<file path="config.mk">
export PLATFORM = sky130hd
export DESIGN_NAME = add_round_key_pipe
export DESIGN_NICKNAME = d
export VERILOG_FILES = /design/src/rtl/aes_pkg.sv /design/src/rtl/ark_key_store.sv /design/src/rtl/add_round_key_pipe.sv
export SDC_FILE = /design/constraint.sdc
export NUM_CORES = 2
export LEC_CHECK = 0
export CORE_MARGIN = 5
export CORE_UTILIZATION = 30
export DETAILED_ROUTE_END_ITERATION = 12
export PLACE_DENSITY = 0.57
export RECOVER_POWER = 50
export SYNTH_ARGS = -nofsm -noshare
export SYNTH_HDL_FRONTEND = slang
export SYNTH_HIERARCHICAL = 1
export SYNTH_SLANG_ARGS = --single-unit
</file>
<file path="constraint.sdc">
create_clock -name clk -period 2.3 [get_ports clk]
set_clock_uncertainty 0.05 [all_clocks]
set_input_delay 0.46 -clock clk [delete_from_list [all_inputs] [get_ports clk]]
set_output_delay 0.46 -clock clk [all_outputs]
set_load 0.02 [all_outputs]
</file>
<file path="src/rtl/aes_pkg.sv">
// Shared AES constants, round-index width helper and the key-pipe FSM state type.
package aes_pkg;

    localparam int AES_WORD_W = 32;

    typedef enum logic {
        ST_RUN  = 1'b0,
        ST_ZERO = 1'b1
    } ark_state_e;

    function automatic int round_idx_w(input int num_rounds);
        return $clog2(num_rounds + 1);
    endfunction

endpackage

</file>
<file path="src/rtl/ark_key_store.sv">
// Round-key store: one key and one loaded flag per round, synchronous write and
// clear ports, combinational read port that reports whether the entry is usable.
module ark_key_store
    import aes_pkg::*;
#(
    parameter  int NUM_WORDS  = 4,
    parameter  int NUM_ROUNDS = 10,
    localparam int RW         = round_idx_w(NUM_ROUNDS),
    localparam int KW         = AES_WORD_W * NUM_WORDS
) (
    input  logic          clk,
    input  logic          rst_n,
    input  logic          we_i,
    input  logic [RW-1:0] waddr_i,
    input  logic [KW-1:0] wdata_i,
    input  logic          clr_i,
    input  logic [RW-1:0] caddr_i,
    input  logic [RW-1:0] raddr_i,
    output logic [KW-1:0] rdata_o,
    output logic          rloaded_o
);

    logic [KW-1:0]       key_q [NUM_ROUNDS+1];
    logic [NUM_ROUNDS:0] loaded_q;
    logic                wr_ok;
    logic                rd_ok;

    assign wr_ok = we_i && (waddr_i <= RW'(NUM_ROUNDS));
    assign rd_ok = raddr_i <= RW'(NUM_ROUNDS);

    // NOTE: key words carry no reset; loaded_q alone decides whether a key may be used.
    always_ff @(posedge clk) begin
        if (clr_i) begin
            key_q[caddr_i] <= '0;
        end else if (wr_ok) begin
            key_q[waddr_i] <= wdata_i;
        end
    end

    always_ff @(posedge clk or negedge rst_n) begin
        if (!rst_n) begin
            loaded_q <= '0;
        end else if (clr_i) begin
            loaded_q[caddr_i] <= 1'b0;
        end else if (wr_ok) begin
            loaded_q[waddr_i] <= 1'b1;
        end
    end

    assign rdata_o   = rd_ok ? key_q[raddr_i] : '0;
    assign rloaded_o = rd_ok && loaded_q[raddr_i];

endmodule

</file>
<file path="src/rtl/add_round_key_pipe.sv">
// One-cycle AES AddRoundKey stage with a valid/ready output register and a round-key store.
// Define ARK_ZEROIZE_EN to add the zeroize port and the ZERO key-clearing state.
module add_round_key_pipe
    import aes_pkg::*;
#(
    parameter  int NUM_WORDS  = 4,
    parameter  int NUM_ROUNDS = 10,
    localparam int RW         = round_idx_w(NUM_ROUNDS),
    localparam int DW         = AES_WORD_W * NUM_WORDS
) (
    input  logic          clk,
    input  logic          rst_n,
    input  logic          key_we,
    input  logic [RW-1:0] key_addr,
    input  logic [DW-1:0] key_data,
    input  logic          in_valid,
    output logic          in_ready,
    input  logic [DW-1:0] in_data,
    input  logic [RW-1:0] in_round,
    output logic          out_valid,
    input  logic          out_ready,
    output logic [DW-1:0] out_data,
    output logic [RW-1:0] out_round,
    output logic          out_err
`ifdef ARK_ZEROIZE_EN
    ,
    input  logic          zeroize
`endif
);

    ark_state_e    state_q;
    logic [RW-1:0] zcnt_q;
    logic          clr;
    logic          accept;
    logic [DW-1:0] key_rd;
    logic          key_ok;

    logic          out_valid_q, out_valid_d;
    logic [DW-1:0] out_data_q,  out_data_d;
    logic [RW-1:0] out_round_q, out_round_d;
    logic          out_err_q,   out_err_d;

`ifdef ARK_ZEROIZE_EN
    // ZERO walks zcnt_q over every entry, clearing one per cycle, then returns to RUN.
    always_ff @(posedge clk or negedge rst_n) begin
        if (!rst_n) begin
            state_q <= ST_RUN;
            zcnt_q  <= '0;
        end else begin
            case (state_q)
                ST_RUN: begin
                    if (zeroize) begin
                        state_q <= ST_ZERO;
                        zcnt_q  <= '0;
                    end
                end
                ST_ZERO: begin
                    if (zcnt_q == RW'(NUM_ROUNDS)) begin
                        state_q <= ST_RUN;
                        zcnt_q  <= '0;
                    end else begin
                        zcnt_q <= zcnt_q + RW'(1);
                    end
                end
                default: state_q <= ST_RUN;
            endcase
        end
    end
    assign clr = (state_q == ST_ZERO);
`else
    assign state_q = ST_RUN;
    assign zcnt_q  = '0;
    assign clr     = 1'b0;
`endif

    ark_key_store #(
        .NUM_WORDS (NUM_WORDS),
        .NUM_ROUNDS(NUM_ROUNDS)
    ) u_key_store (
        .clk      (clk),
        .rst_n    (rst_n),
        .we_i     (key_we && (state_q == ST_RUN)),
        .waddr_i  (key_addr),
        .wdata_i  (key_data),
        .clr_i    (clr),
        .caddr_i  (zcnt_q),
        .raddr_i  (in_round),
        .rdata_o  (key_rd),
        .rloaded_o(key_ok)
    );

    assign in_ready = (state_q == ST_RUN) && (!out_valid_q || out_ready);
    assign accept   = in_valid && in_ready;

    // NOTE: every output of this block gets a default first, so no path can infer a latch.
    always_comb begin
        out_valid_d = out_valid_q;
        out_data_d  = out_data_q;
        out_round_d = out_round_q;
        out_err_d   = out_err_q;
        if (accept) begin
            out_valid_d = 1'b1;
            out_round_d = in_round;
            out_err_d   = !key_ok;
            out_data_d  = key_ok ? (in_data ^ key_rd) : in_data;
        end else if (out_ready) begin
            out_valid_d = 1'b0;
        end
    end

    // NOTE: state registers use non-blocking assignments so all flops update together at the edge.
    always_ff @(posedge clk or negedge rst_n) begin
        if (!rst_n) begin
            out_valid_q <= 1'b0;
            out_data_q  <= '0;
            out_round_q <= '0;
            out_err_q   <= 1'b0;
        end else begin
            out_valid_q <= out_valid_d;
            out_data_q  <= out_data_d;
            out_round_q <= out_round_d;
            out_err_q   <= out_err_d;
        end
    end

    assign out_valid = out_valid_q;
    assign out_data  = out_data_q;
    assign out_round = out_round_q;
    assign out_err   = out_err_q;

endmodule

</file>
Word level (Yosys, flattened, before mapping)
Memory sizes are Yosys's and may differ from the RTL's.
Cells that the tools add are included.
{"block": "word_totals", "reg_bits": 145, "ram_bits": 1408, "input_bits": 269, "output_inout_bits": 135, "elab_cells": 31, "mem_count": 1}
{"name": "u_key_store.key_q", "words": 11, "width": 128, "read_ports": 1, "rd_clocked_by_memory_dff": 0, "wr": 1, "line": "ark_key_store.sv:23", "rtl": "logic [KW-1:0] key_q [NUM_ROUNDS+1];"}
{"block": "classes", "magnitude_cmp": 5, "muxes": 10, "bitwise": 2, "n_reduce_logical": 8}
{"op": "2-to-1 mux 128 bit", "n": 2}
{"op": "XOR 128 bit", "n": 1}
{"op": "OR 11 bit", "n": 1}
{"op": "less-than comparator 4 x 5 -> 1 bit (second input constant)", "n": 2}
{"op": "<= comparator 4 bit (second input constant)", "n": 2}
{"op": "2-to-1 mux 1 bit", "n": 6}
{"op": "binary-select mux 1 bit (select 4 bit)", "n": 1}
{"op": "demux 1 bit (select 4 bit)", "n": 1}
{"op": ">= comparator 4 x 1 -> 1 bit (second input constant)", "n": 1}
{"op": "logical AND 1 bit", "n": 4}
{"op": "zero test 1 bit", "n": 2}
{"op": "nonzero test 2 bit", "n": 1}
{"op": "logical OR 1 bit", "n": 1}

Depth between registers and ports, before layout
{"block": "depth", "ltp_word": 5, "depth_mapped": 13, "depth_no_buf": 7}

Hierarchy
Netlist, hierarchy kept.
{"module": "ark_key_store", "instances": 1, "cells_per_inst": 3089, "area_per_inst_um2": 55954.9, "seq_area_each_um2": 42555.8}
{"module": "add_round_key_pipe", "instances": 1, "cells_per_inst": 714, "area_per_inst_um2": 7075.5, "seq_area_each_um2": 3353.2}

Least setup slack after synthesis
No wires, ideal clock.
{"block": "synth_timing", "kind": "input-to-reg", "startpoint": "input port key_addr[0]", "endpoint": "memory u_key_store/key_q[3][0] in the netlist's numbering, enable pin", "setup_time_ns": 0.616, "arrival_time_ns": 6.737, "t_required_ns": 1.634, "slack_ns": -5.103, "cell_stages": 5, "path_cell_list": "clkbuf_1 a21o_1 a21oi_2 mux2_2 nor2_1"}
{"block": "synth_via", "elab_chain_len": 4}
{"element": "start: declaration", "line": "add_round_key_pipe.sv:14", "rtl": "input logic [RW-1:0] key_addr,"}
{"element": "<= comparator 4 bit", "line": "ark_key_store.sv:28", "rtl": "assign wr_ok = we_i && (waddr_i <= RW'(NUM_ROUNDS));"}
{"element": "logical AND 1 bit", "line": "ark_key_store.sv:28"}
{"element": "2-to-1 mux 1 bit", "line": "ark_key_store.sv:35", "rtl": "end else if (wr_ok) begin"}
{"element": "2-to-1 mux 1 bit (not written as such)", "line": "ark_key_store.sv:36", "rtl": "key_q[waddr_i] <= wdata_i;"}
{"element": "end: declaration", "line": "ark_key_store.sv:23"}
Parallel ways exist; a longest one is shown, timed or not.

Final worst setup path
{"block": "layout_timing", "startpoint": "input port key_addr[2]", "endpoint": "memory u_key_store/key_q[8][114] in the netlist's numbering, enable pin"}
The elaborated chain is that of the path after synthesis.

==> impl_metrics.toml <==
[worst_setup_path]
crit_path_end_kind = "flip-flop"
rr_startpoint = "u_key_store/loaded_q[3]"
r2r.worst_path.cells = 8
critical_path_fanouts_max = 17
timing_worst_setup_path_type = "in2reg"
endpoint = "u_key_store/key_q[8][114]"
arrival_time_at_the_worst_endpoint_ns = 2.70
timing.rr.end = "out_data[11]"
crit_start = "key_addr[2]"
nature_of_the_critical_path_startpoint = "input pin"
setup.reg_to_reg.worst_slack_ns = 0.08
timing.critical_path.required_ns = 2.73

[yosys]
synth_top_area_share_pct = 67.1
synth_top_family_by_area = "multiplexers"
yosysTopAreaCell = "sky130_fd_sc_hd__edfxtp_1"
synth_fa_ha_area_share_pct = 0
synthArstFlopShare_pct = 9.34
synth-xor-area-share_pct = 1.78
synth-simple-area-share_pct = 3.53
synthMostInstantiatedCell = "sky130_fd_sc_hd__edfxtp_1"
ys_dominant_reg_cell = "sky130_fd_sc_hd__edfxtp_1"
synth.area.top_cells = "sky130_fd_sc_hd__edfxtp_1 (67%), sky130_fd_sc_hd__mux2i_1 (8.0%), sky130_fd_sc_hd__dfrtp_1 (5.8%)"
synth-edff-count = 1408
netlist_top_cells_count = "sky130_fd_sc_hd__edfxtp_1 (1408), sky130_fd_sc_hd__mux2i_1 (503), sky130_fd_sc_hd__a21oi_1 (278), sky130_fd_sc_hd__nand2_1 (193)"
area_fraction_in_compound_gates_after_synthesis_pct = 8.77
synth_cells = 3803
yosysWarningCount = 6
synth.ff_latch_count = 1553
avg_synthesized_cell_area_sq_um = 16.6
post_synth_instance_area_sq_mm = 0.0630
synthMuxAreaShare_pct = 10.7
ys_types = 43
ys_seq_area_share_pct = 72.8

[detailed_routing]
wire_per_inst_um = 23.7
vias_per_cell = 4.76
drt_iter0_markers = 2992
routed_wl_um = 181000
firstDrtPassIters = 5
routed-via-count = 36300
drc = 0
drtAntennaViolNets = 0

[global_route]
busiest_layer = "met2"
grt_first_pass_wirelength_um = 262000
global_route.usage.met2_pct = 25.6
global_routing_usage_on_met1_pct = 23.0
grt_antenna_before_repair = 15
grt_overflow = 0
grt.total_usage_pct = 16.1
number_of_global_route_vias_before_repair = 37300
grt_start_max_net_pins = 92
met3_usage_pct = 2.96

[timing]
totalNegativeSetupSlack_ns = 0
post-route-worst-setup-slack_ns = 0.0262
setup_viol_count_final = 0
hold_viol = 0
fin_crit_sh_pct = 98.9
setup_repair_after_global_routing_missed_its_margin = "no"
final-max-slew-violation-count = 41
worstMarginPinSlew_ns = 1.94
fmaxAchievable_mhz = 440
min_period_ns = 2.27
remaining_max_slew_budget_at_the_tightest_pin_pct = -29.3

[cts]
clock_tree.htree_level_count = 4
ctsRootBufferMaster = "sky130_fd_sc_hd__clkbuf_16"
numCtsBuffers = 166
clock_tree_from_tritoncts = "built"
path_clk_slew_ns = 0.06
clkLatencyLatePin_ns = 0.81
clockBufferDepth = 3
clock_sink_count = 1553

[placed_design]
numPortBuffers = 403
hpwl_um = 121000
placement.setup.worst_slack_ns = -0.705
routabilityCongestion = 0.767

[worst_hold_path]
holdCritStartpoint = "in_round[3]"
tightest_hold_check_type = "in2reg"

[outcome]
violations = "capacitance limit, slew limit"
status = "finished, violations left"

[die]
io_pins = 404
floorplan.initialDensity_pct = 30.1
fp.dieW_um = 468
die_h_um = 468
dieArea_sq_mm = 0.219
std_cell_rows = 168
placeableCoreArea_sq_mm = 0.209

[run]
cap_viol_max_count = 1

[pwr]
power_density_mw_per_mm2 = 805
total_power_mw = 65.5
ir_worst_vdd_uv = 846
power_leakage_nw = 26.3

[finish]
seq_area_sq_mm = 0.0459
n_fill_cell = 19300
num-nets-final = 4942
layout-drive-gt1-share_pct = 22.0
footprint_of_the_multi_input_gates_sq_mm = 0.0158
area.growth.synth_to_final_pct = 29.2
power breakdown:
group | leakage, nW | internal, mW | switching (mW)
logic | 11.7 | 2.91 | 4.06
registers | 12.0 | 31.9 | 0.433
clock network | 2.59 | 15.1 | 11.1
critical path, stage by stage:
cell and delay [ns]:
sky130_fd_sc_hd__dlygate4sd3_1 0.61, sky130_fd_sc_hd__a21o_1 0.22, sky130_fd_sc_hd__or3_1 0.39, sky130_fd_sc_hd__and2_4 0.21, sky130_fd_sc_hd__nor2_4 0.12, sky130_fd_sc_hd__clkbuf_4 0.40, sky130_fd_sc_hd__buf_8 0.26
logic make-up after synthesis:
logic type                count (synthesis)
AOI/OAI and AO/OA                       793
xor gates and xnor gates                128
buffers and inverters                   256
DFF                                    1553
muxes                                   581
other                                     1
and+or+nand+nor                         491
final cells by class:
class / instances / area share [%]
multi-input cells: 2006 / 19.5
clock inverters: 100 / 1.10
repair buffers: 943 / 13.3
flip-flops and latches: 1553 / 56.4
clock buffers: 203 / 5.40
well taps: 2805 / 4.31
inverters: 3 / 0.0138
diodes: 5 / 0.0154
flip-flops by register name, summed over array words and instances (netlist names):
| name | count |
|---|---|
| out_err | 1 |
| out_valid | 1 |
| out_round | 4 |
| u_key_store/loaded_q | 11 |
| u_key_store/key_q | 1408 |
| out_data | 128 |
cell usage in the layout, fill, tap and decap left out, drive strengths merged, types with 5 or more instances in the layout:
master	instances
clkinvlp	8
and2	131
diode	5
buf	469
clkdlybuf4s50	261
inv	14
clkbuf	275
mux2	5
nand2b	7
o21ai	152
dlygate4sd2	135
nand2	193
a221oi	71
clkinv	68
conb	13
bufinv	13
nor2	146
mux4	73
dfrtp	145
edfxtp	1408
xor2	128
a22oi	114
mux2i	503
o22ai	57
nor2b	5
a21oi	389
layer usage:
layer / routed length [um] / up-vias
met4: 3600 / 6
met1: 82900 / 18500
li1: - / 16500
met5: 48 / -
met2: 83800 / 1043
met3: 10200 / 218
per-stage QoR:
| step | area, sq um | instances | hold slack (ns) | util, % |
|---|---|---|---|---|
| floorplan | 63200 | 3815 | 0.114 | - |
| global placement | 77000 | 7308 | 0.440 | 36.8 |
| detailed placement | 77000 | 7308 | 0.432 | 36.8 |
| CTS | 82200 | 7613 | 0.0564 | 39.3 |
| global route | 81400 | 7615 | 0.0790 | 38.9 |
| finish | 81400 | 7618 | 0.108 | 38.9 |
worst min-delay path by stage:
stage	cells past startpoint	end	slack, ns
6_report	2	out_round[3]	0.11
4_1_cts	2	out_round[3]	0.06
5_1_grt	2	out_round[3]	0.08
3_3_place_gp	1	u_key_store/loaded_q[4]	0.44
2_1_floorplan	0	out_data[0]	0.11
3_5_place_dp	1	u_key_store/loaded_q[0]	0.43
what timing repair did:
action                                 CTS  global route
hold buffers                             2             0
pin swaps                                0             0
buffers inserted                         0             0
setup endpoints to repair              137             4
endpoints found under the hold margin   54             0
gates resized for setup                138             1
Power figures use the tool's default switching activity.
